**src/rtl/gshare_index.sv**
```systemverilog
`default_nettype none
// ============================================================================
// Module   : gshare_index
// Brief    : Global-history (gshare) index generator for the PHT lookup path.
//            Keeps a global history register, hashes it with the FETCH PC to
//            form the PHT index, reports DECODE-stage mispredicts and keeps
//            saturating branch / mispredict statistics.
//            Optional feature macro: GSHARE_SPEC_HISTORY_EN
//              defined   -> speculative history shift at lookup with
//                           checkpoint repair on mispredict
//              undefined -> history shifts only with resolved outcomes
// Revision : 1.0 - initial release
// ============================================================================
module gshare_index #(
    parameter int IWIDTH = 6,
    parameter int HWIDTH = 4,
    parameter int CWIDTH = 16
) (
    input  logic              clk,
    input  logic              reset,
    input  logic              en,
    input  logic              do_lookup,
    input  logic [31:0]       pc,
    input  logic              pred,
    input  logic              do_update,
    input  logic              last_taken,
    output logic [IWIDTH-1:0] index,
    output logic              mispredict,
    output logic [CWIDTH-1:0] branch_cnt,
    output logic [CWIDTH-1:0] mispredict_cnt
);

    // Saturation ceiling and increment step for the statistics counters.
    localparam logic [CWIDTH-1:0] c_cnt_max = {CWIDTH{1'b1}};
    localparam logic [CWIDTH-1:0] c_cnt_one = CWIDTH'(1);

    // ------------------------------------------------------------------------
    // State
    // ------------------------------------------------------------------------
    logic [HWIDTH-1:0] ghr_q;
    logic [HWIDTH-1:0] ghr_d;
    logic              last_pred_q;
    logic              last_pred_d;
    logic              pending_q;
    logic              pending_d;
    logic [CWIDTH-1:0] branch_cnt_q;
    logic [CWIDTH-1:0] branch_cnt_d;
    logic [CWIDTH-1:0] mispredict_cnt_q;
    logic [CWIDTH-1:0] mispredict_cnt_d;

`ifdef GSHARE_SPEC_HISTORY_EN
    // History as it stood before the most recent speculative shift; the
    // repair point when the branch resolves against its prediction.
    logic [HWIDTH-1:0] ckpt_q;
    logic [HWIDTH-1:0] ckpt_d;
    // History after any protocol-slip update this edge; the base that a
    // concurrent lookup checkpoints and shifts.
    logic [HWIDTH-1:0] w_hist_base;
`endif

    // ------------------------------------------------------------------------
    // Combinational helpers
    // ------------------------------------------------------------------------
    logic              w_mispredict;
    logic              w_resolve_pending;
    logic              w_resolve_slip;
    logic [CWIDTH-1:0] w_branch_cnt_inc;
    logic [CWIDTH-1:0] w_mispredict_cnt_inc;

    // Only bits [IWIDTH+1:2] of the PC participate in the hash; the rest are
    // folded into a sink so the unused bits are explicit.
    logic              w_unused_pc;

    assign w_unused_pc = ^{pc[31:IWIDTH+2], pc[1:0]};

    // A mispredict needs an outstanding lookup whose recorded prediction
    // disagrees with the resolved outcome of the DECODE branch.
    assign w_mispredict = en & do_update & pending_q & (last_taken != last_pred_q);

    // DECODE branch resolved against an outstanding lookup (correct or not).
    assign w_resolve_pending = en & do_update & pending_q;

    // DECODE branch with no outstanding lookup: history absorbs the outcome.
    assign w_resolve_slip = en & do_update & ~pending_q;

    // Saturating +1 values; counters stop at all-ones instead of wrapping.
    assign w_branch_cnt_inc     = (branch_cnt_q == c_cnt_max) ?
                                  branch_cnt_q : (branch_cnt_q + c_cnt_one);
    assign w_mispredict_cnt_inc = (mispredict_cnt_q == c_cnt_max) ?
                                  mispredict_cnt_q : (mispredict_cnt_q + c_cnt_one);

    // ------------------------------------------------------------------------
    // PHT index: PC word address hashed with the current history. The PHT
    // prediction feeds back only through the registered history, so there is
    // no combinational loop through pred.
    // ------------------------------------------------------------------------
    generate
        if (IWIDTH > HWIDTH) begin : g_idx_pad
            assign index = pc[IWIDTH+1:2] ^ {{(IWIDTH-HWIDTH){1'b0}}, ghr_q};
        end else begin : g_idx_full
            assign index = pc[IWIDTH+1:2] ^ ghr_q;
        end
    endgenerate

    assign mispredict     = w_mispredict;
    assign branch_cnt     = branch_cnt_q;
    assign mispredict_cnt = mispredict_cnt_q;

    // Track the outstanding lookup: a mispredict squashes the concurrent
    // fetch, otherwise a lookup opens a new pending slot and no lookup closes it.
    always_comb begin
        pending_d   = pending_q;
        last_pred_d = last_pred_q;
        if (en) begin
            if (w_mispredict) begin
                pending_d = 1'b0;
            end else if (do_lookup) begin
                pending_d   = 1'b1;
                last_pred_d = pred;
            end else begin
                pending_d = 1'b0;
            end
        end
    end

    // Statistics: every resolution against a pending lookup counts as a
    // branch; mispredicts are counted in addition. Slip updates are not counted.
    always_comb begin
        branch_cnt_d     = branch_cnt_q;
        mispredict_cnt_d = mispredict_cnt_q;
        if (w_mispredict) begin
            branch_cnt_d     = w_branch_cnt_inc;
            mispredict_cnt_d = w_mispredict_cnt_inc;
        end else if (w_resolve_pending) begin
            branch_cnt_d = w_branch_cnt_inc;
        end
    end

`ifdef GSHARE_SPEC_HISTORY_EN
    // Speculative history: shift in the prediction at lookup, rebuild from
    // the checkpoint plus the real outcome on mispredict. A slip update and a
    // lookup on the same edge compose: the slip result is the lookup's base.
    always_comb begin
        w_hist_base = ghr_q;
        if (w_resolve_slip) begin
            w_hist_base = {ghr_q[HWIDTH-2:0], last_taken};
        end

        ghr_d  = ghr_q;
        ckpt_d = ckpt_q;
        if (w_mispredict) begin
            ghr_d = {ckpt_q[HWIDTH-2:0], last_taken};
        end else if (en) begin
            ghr_d = w_hist_base;
            if (do_lookup) begin
                ckpt_d = w_hist_base;
                ghr_d  = {w_hist_base[HWIDTH-2:0], pred};
            end
        end
    end

    // Checkpoint register, present only with speculative history.
    always_ff @(posedge clk) begin
        if (reset) begin
            ckpt_q <= '0;
        end else begin
            ckpt_q <= ckpt_d;
        end
    end
`else
    // Non-speculative history: only resolved outcomes enter the history,
    // whether or not a lookup was pending; lookups never shift it.
    always_comb begin
        ghr_d = ghr_q;
        if (en && do_update) begin
            ghr_d = {ghr_q[HWIDTH-2:0], last_taken};
        end
    end
`endif

    // Architectural state registers with synchronous reset.
    always_ff @(posedge clk) begin
        if (reset) begin
            ghr_q            <= '0;
            last_pred_q      <= 1'b0;
            pending_q        <= 1'b0;
            branch_cnt_q     <= '0;
            mispredict_cnt_q <= '0;
        end else begin
            ghr_q            <= ghr_d;
            last_pred_q      <= last_pred_d;
            pending_q        <= pending_d;
            branch_cnt_q     <= branch_cnt_d;
            mispredict_cnt_q <= mispredict_cnt_d;
        end
    end

endmodule

`default_nettype wire

```
**config.mk**
```make
export PLATFORM = sky130hd
export DESIGN_NAME = gshare_index
export DESIGN_NICKNAME = d
export VERILOG_FILES = /design/src/rtl/gshare_index.sv
export SDC_FILE = /design/constraint.sdc
export NUM_CORES = 1
export LEC_CHECK = 0
export CORE_MARGIN = 2
export CORE_UTILIZATION = 38
export DETAILED_ROUTE_END_ITERATION = 6
export HOLD_SLACK_MARGIN = 0.12
export PLACE_DENSITY = 0.76
export SYNTH_ARGS = -nofsm -noshare
export SYNTH_HDL_FRONTEND = slang
export SYNTH_SLANG_ARGS = --single-unit
```
**constraint.sdc**
```tcl
create_clock -name clk -period 1.7 [get_ports clk]
set_clock_uncertainty 0.15 [all_clocks]
set_input_delay 0.425 -clock clk [delete_from_list [all_inputs] [get_ports clk]]
set_output_delay 0.425 -clock clk [all_outputs]
set_load 0.01 [all_outputs]
```
After elaboration in Yosys (flattened, before gate mapping)

Cells that the tools add are included.
Widths: inputs -> output; s select.

$add $sub $neg: 2
Equality and inequality tests: 3
Multiplexer cells: 5
Bitwise logic cells: 6
Reduce and logical (&&, ||, !) cells: 4

Operators by type and width:

| cell                  | number |
|---|---|
| $mux 16               | 3 |
| $add 16x1->16 const B | 2 |
| $eq 16x16->1 const B  | 2 |
| $xor 6x4->6           | 1 |
| $and 1x1->1           | 3 |
| $reduce_and 3->1      | 1 |
| $mux 1                | 2 |
| $not 1->1             | 2 |
| $reduce_and 2->1      | 1 |
| $reduce_bool 2->1     | 1 |
| $logic_and 1x1->1     | 1 |
| $ne 1x1->1            | 1 |

Bits in registers: 38
Bits of input ports: 39
Logic and storage cells: 25

Longest topological paths before layout

Depth after elaboration: 5
Gate-level depth with buffers: 7
Mapped depth without buffers: 6

Worst setup path after synthesis

No wires, ideal clock.

Path kind: register -> register
Start: register mispredict_cnt_q[0], in the netlist mispredict_cnt[0]
End: register mispredict_cnt_q[9], in the netlist mispredict_cnt[9]
Setup time: 128 ps
Arrival time: 1598 ps
Required time: 1422 ps
Setup slack: -175 ps
Stages on the path, launching flop included: 8
Buffers on the path: 1
Clock period less this slack: 1875 ps
Cell sequence: dfxtp_1 ha_1 nand4_1 or4_1 buf_6 nand4_1 xor2_1 nor2_1

Word-level cells in the longest chain between the ends: 3
Elaborated cells between the ends (all ways): 4

RTL lines:

| element                                                               | RTL line | source |
|---|---|---|
| start, declared                                                       | 48       | `logic [CWIDTH-1:0] mispredict_cnt_q;` |
| start signal, assigned                                                | 194      | `mispredict_cnt_q <= mispredict_cnt_d;` |
| parallel branches: the longest is 3 deep, another holds $add 16x1->16 | -        |  |

Several ways; the timed one is not identified.
A chain may end at the register's enable or synchronous reset.

Worst setup path in the final report

Start: register mispredict_cnt_q[0], in the netlist mispredict_cnt[0]
End: register mispredict_cnt_q[0], in the netlist mispredict_cnt[0]

Same word-level chain as after synthesis.

==> flow_metrics.py <==
metrics = {
    "floorplanning": {
        "coreArea_mm2": 0.00472,
        "start_util": 0.394,
        "die_height_um": 74.0,
        "die_area_mm2": 0.00547,
        "pin_count": 78,
        "die_width_um": 74.0,
        "num_rows": 25,
    },
    "drt": {
        "vias": 1984,
        "drc": 0,
        "firstDrtPassIters": 5,
        "drt_iter0_drc": 44,
        "vias_per_cell": 5.11,
        "wl_per_cell_um": 13.3,
        "ant_nets": 0,
        "routed_wl_um": 5150,
    },
    "critical_path": {
        "startpoint_type": "flip-flop",
        "critPathArrivalTime_ns": 1.82,
        "crit_fanout": 7,
        "worstPathRequired_ns": 1.73,
        "crit_type": "reg2reg",
        "end_kind": "flip-flop",
    },
    "timing": {
        "worst_pin_slew_ns": 0.263,
        "relSlewSlack": 0.824,
        "finalSetupTns_ns": -0.285,
        "setup_ws_ns": -0.0885,
        "maxSlewViolCount": 0,
        "min_period_over_period": 1.05,
        "finalHoldViolCount": 0,
        "final.min_clock_period_ns": 1.79,
        "timing.fmax_mhz": 559,
        "rsz0062_at_grt": "true",
        "finalSetupViolCount": 6,
    },
    "cells_and_area": {
        "area_delta_synth_final_pct": 69.2,
        "antenna_cells": 0,
        "num-nets-final": 361,
        "drive_gt1_frac": 0.417,
        "fin_area_mm2": 0.00315,
    },
    "yosys": {
        "yosysUniqueCellTypes": 41,
        "synth_warnings": 0,
        "synth_edf_count": 0,
        "netlist_top_cells_count": "dfxtp_1 (38), nor2_1 (33), xor2_1 (19), nand3_1 (18), nand2_1 (15)",
        "netlist_area_mm2": 0.00186,
        "synthCells": 214,
        "syn_avg_cell_area_um2": 8.69,
        "synth_nets": 255,
        "synth_seq_cells": 38,
        "ys_top_cells_by_area": "dfxtp_1 (41%), xor2_1 (8.9%), nor2_1 (6.7%)",
        "yosys.area.top_type": "dfxtp_1",
        "synth_top_area_share": 0.409,
        "synth_ff_type": "dfxtp_1",
        "synth-seq-area-share": 0.409,
        "async_reset_ff_frac": 0,
        "synth_most_common_cell": "dfxtp_1",
    },
    "global_route": {
        "grt_pass1_vias": 1798,
        "grt.overflow.total": 0,
        "grt_max_degree": 20,
        "track_usage": 0.192,
        "antenna_found_initial": 0,
        "grt_pass1_wl_um": 8140,
    },
    "placed_design": {
        "placed_area_mm2": 0.00285,
        "place.gp.congestion": 0.887,
        "hpwlAfterDp_um": 3630,
        "io_buffer_count": 47,
    },
    "pwr": {
        "p_leak_nw": 1.40,
        "irDropWorstVdd_mv": 0.317,
        "power_density_mw_per_mm2": 586,
    },
    "clock_network": {
        "postCtsHoldBufs": 0,
        "clkLatencyLatePin_ns": 0.29,
        "cts_buffers": 5,
        "cts_buffer_depth": 2,
        "clock-root-buffer": "clkbuf_8",
        "h-tree-depth": 2,
        "cts.sinks": 38,
        "cts_tree": "built",
        "clk_pin_slew_ns": 0.08,
    },
    "status": {
        "violations": "setup timing",
        "outcome": "finished with violations",
    },
    "min_path": {
        "hold_path.class": "reg2reg",
    },
    "run": {
        "cap_violations": 0,
    },
}
[per-layer routing]
| metal | global-route usage | vias up | part of all wire |
|---|---|---|---|
| met5 | 0 | - | 0 |
| met4 | 0.0788 | 0 | 0.015 |
| met3 | 0.0461 | 8 | 0.049 |
| li1 | - | 974 | - |
| met2 | 0.325 | 64 | 0.48 |
| met1 | 0.235 | 938 | 0.45 |
[final cells by class]
class / instances / area, um2
tap: 67 / 83.8
multi-input combinational: 167 / 1250
clock buffer: 8 / 133
sequential: 38 / 802
inverter: 1 / 8.76
fill: 385 / 1580
timing repair buffer: 107 / 866
[report_power, final]
part	internal [mW]	total, mW	switching, mW	leakage (nW)
sequential	0.886	0.890	0.00484	0.319
combinational	0.0585	0.116	0.0577	1.02
clock	0.508	0.838	0.330	0.0678
[per-stage QoR]
step | std cells | util | total power [mW] | hold slack (ns) | setup WS [ns]
final | 388 | 0.666 | 1.84 | 0.321 | -0.0885
after global routing | 388 | 0.666 | 1.90 | 0.342 | -0.151
after CTS | 383 | 0.647 | 1.85 | 0.324 | -0.126
after detailed placement | 374 | 0.604 | 1.02 | 0.313 | -0.671
after global placement | 374 | 0.604 | 1.02 | 0.313 | -0.665
after floorplan | 214 | - | 0.962 | 0.298 | -0.0234
[repair_timing]
action,CTS,global route
setup endpoints to repair,66,30
pin swaps,13,19
gates resized for setup,87,24
cloned,0,0
setup buffers,1,5
[worst paths after layout]
kind / end / startpoint / slack, ns / cells after the start
setup / recovery: mispredict_cnt[0] / mispredict_cnt[0] / -0.09 / 7
hold / removal: ghr_q[3] / ghr_q[3] / 0.32 / 2
setup reg to reg: mispredict_cnt[0] / mispredict_cnt[0] / -0.09 / 7
hold reg to reg: ghr_q[3] / ghr_q[3] / 0.32 / 2
[critical path: stages (launching register included)]
cell and delay (ns):
dfxtp_4 0.37, ha_4 0.14, nand4_1 0.10, or4_4 0.50, nand2_4 0.12, buf_6 0.11, xor2_1 0.14, nor2_1 0.05
[cell families after synthesis]
logic type / after synthesis / synth area share
XOR/XNOR: 28 / 0.132
multiplexers: 2 / 0.0108
flip-flops: 38 / 0.409
AND/OR/NAND/NOR: 116 / 0.346
adder cells (fa/ha/maj): 2 / 0.0134
buffers and inverters: 9 / 0.0323
AO/OA/AOI/OAI: 19 / 0.0565
[cell usage in the layout (no fill, tap or decap), types with 5 or more instances in the layout]
cell | netlist | layout
nand2_1 | 15 | 14
dfxtp_2 | 0 | 15
dlygate4sd2_1 | 0 | 36
buf_4 | 2 | 55
dfxtp_1 | 38 | 17
clkbuf_8 | 0 | 6
dfxtp_4 | 0 | 6
xor2_1 | 19 | 19
nand3_1 | 18 | 15
nor2_1 | 33 | 31
buf_6 | 1 | 6
nand4_1 | 13 | 13
a21oi_1 | 12 | 9
and3_1 | 6 | 6
nor3_1 | 7 | 7
buf_2 | 1 | 5
xnor2_1 | 9 | 8
[flip-flops by register name, indices dropped and copies added (netlist names)]
register and count:
ghr_q 4, last_pred_q 1, pending_q 1, branch_cnt 16, mispredict_cnt 16
Power figures use the tool's default switching activity.
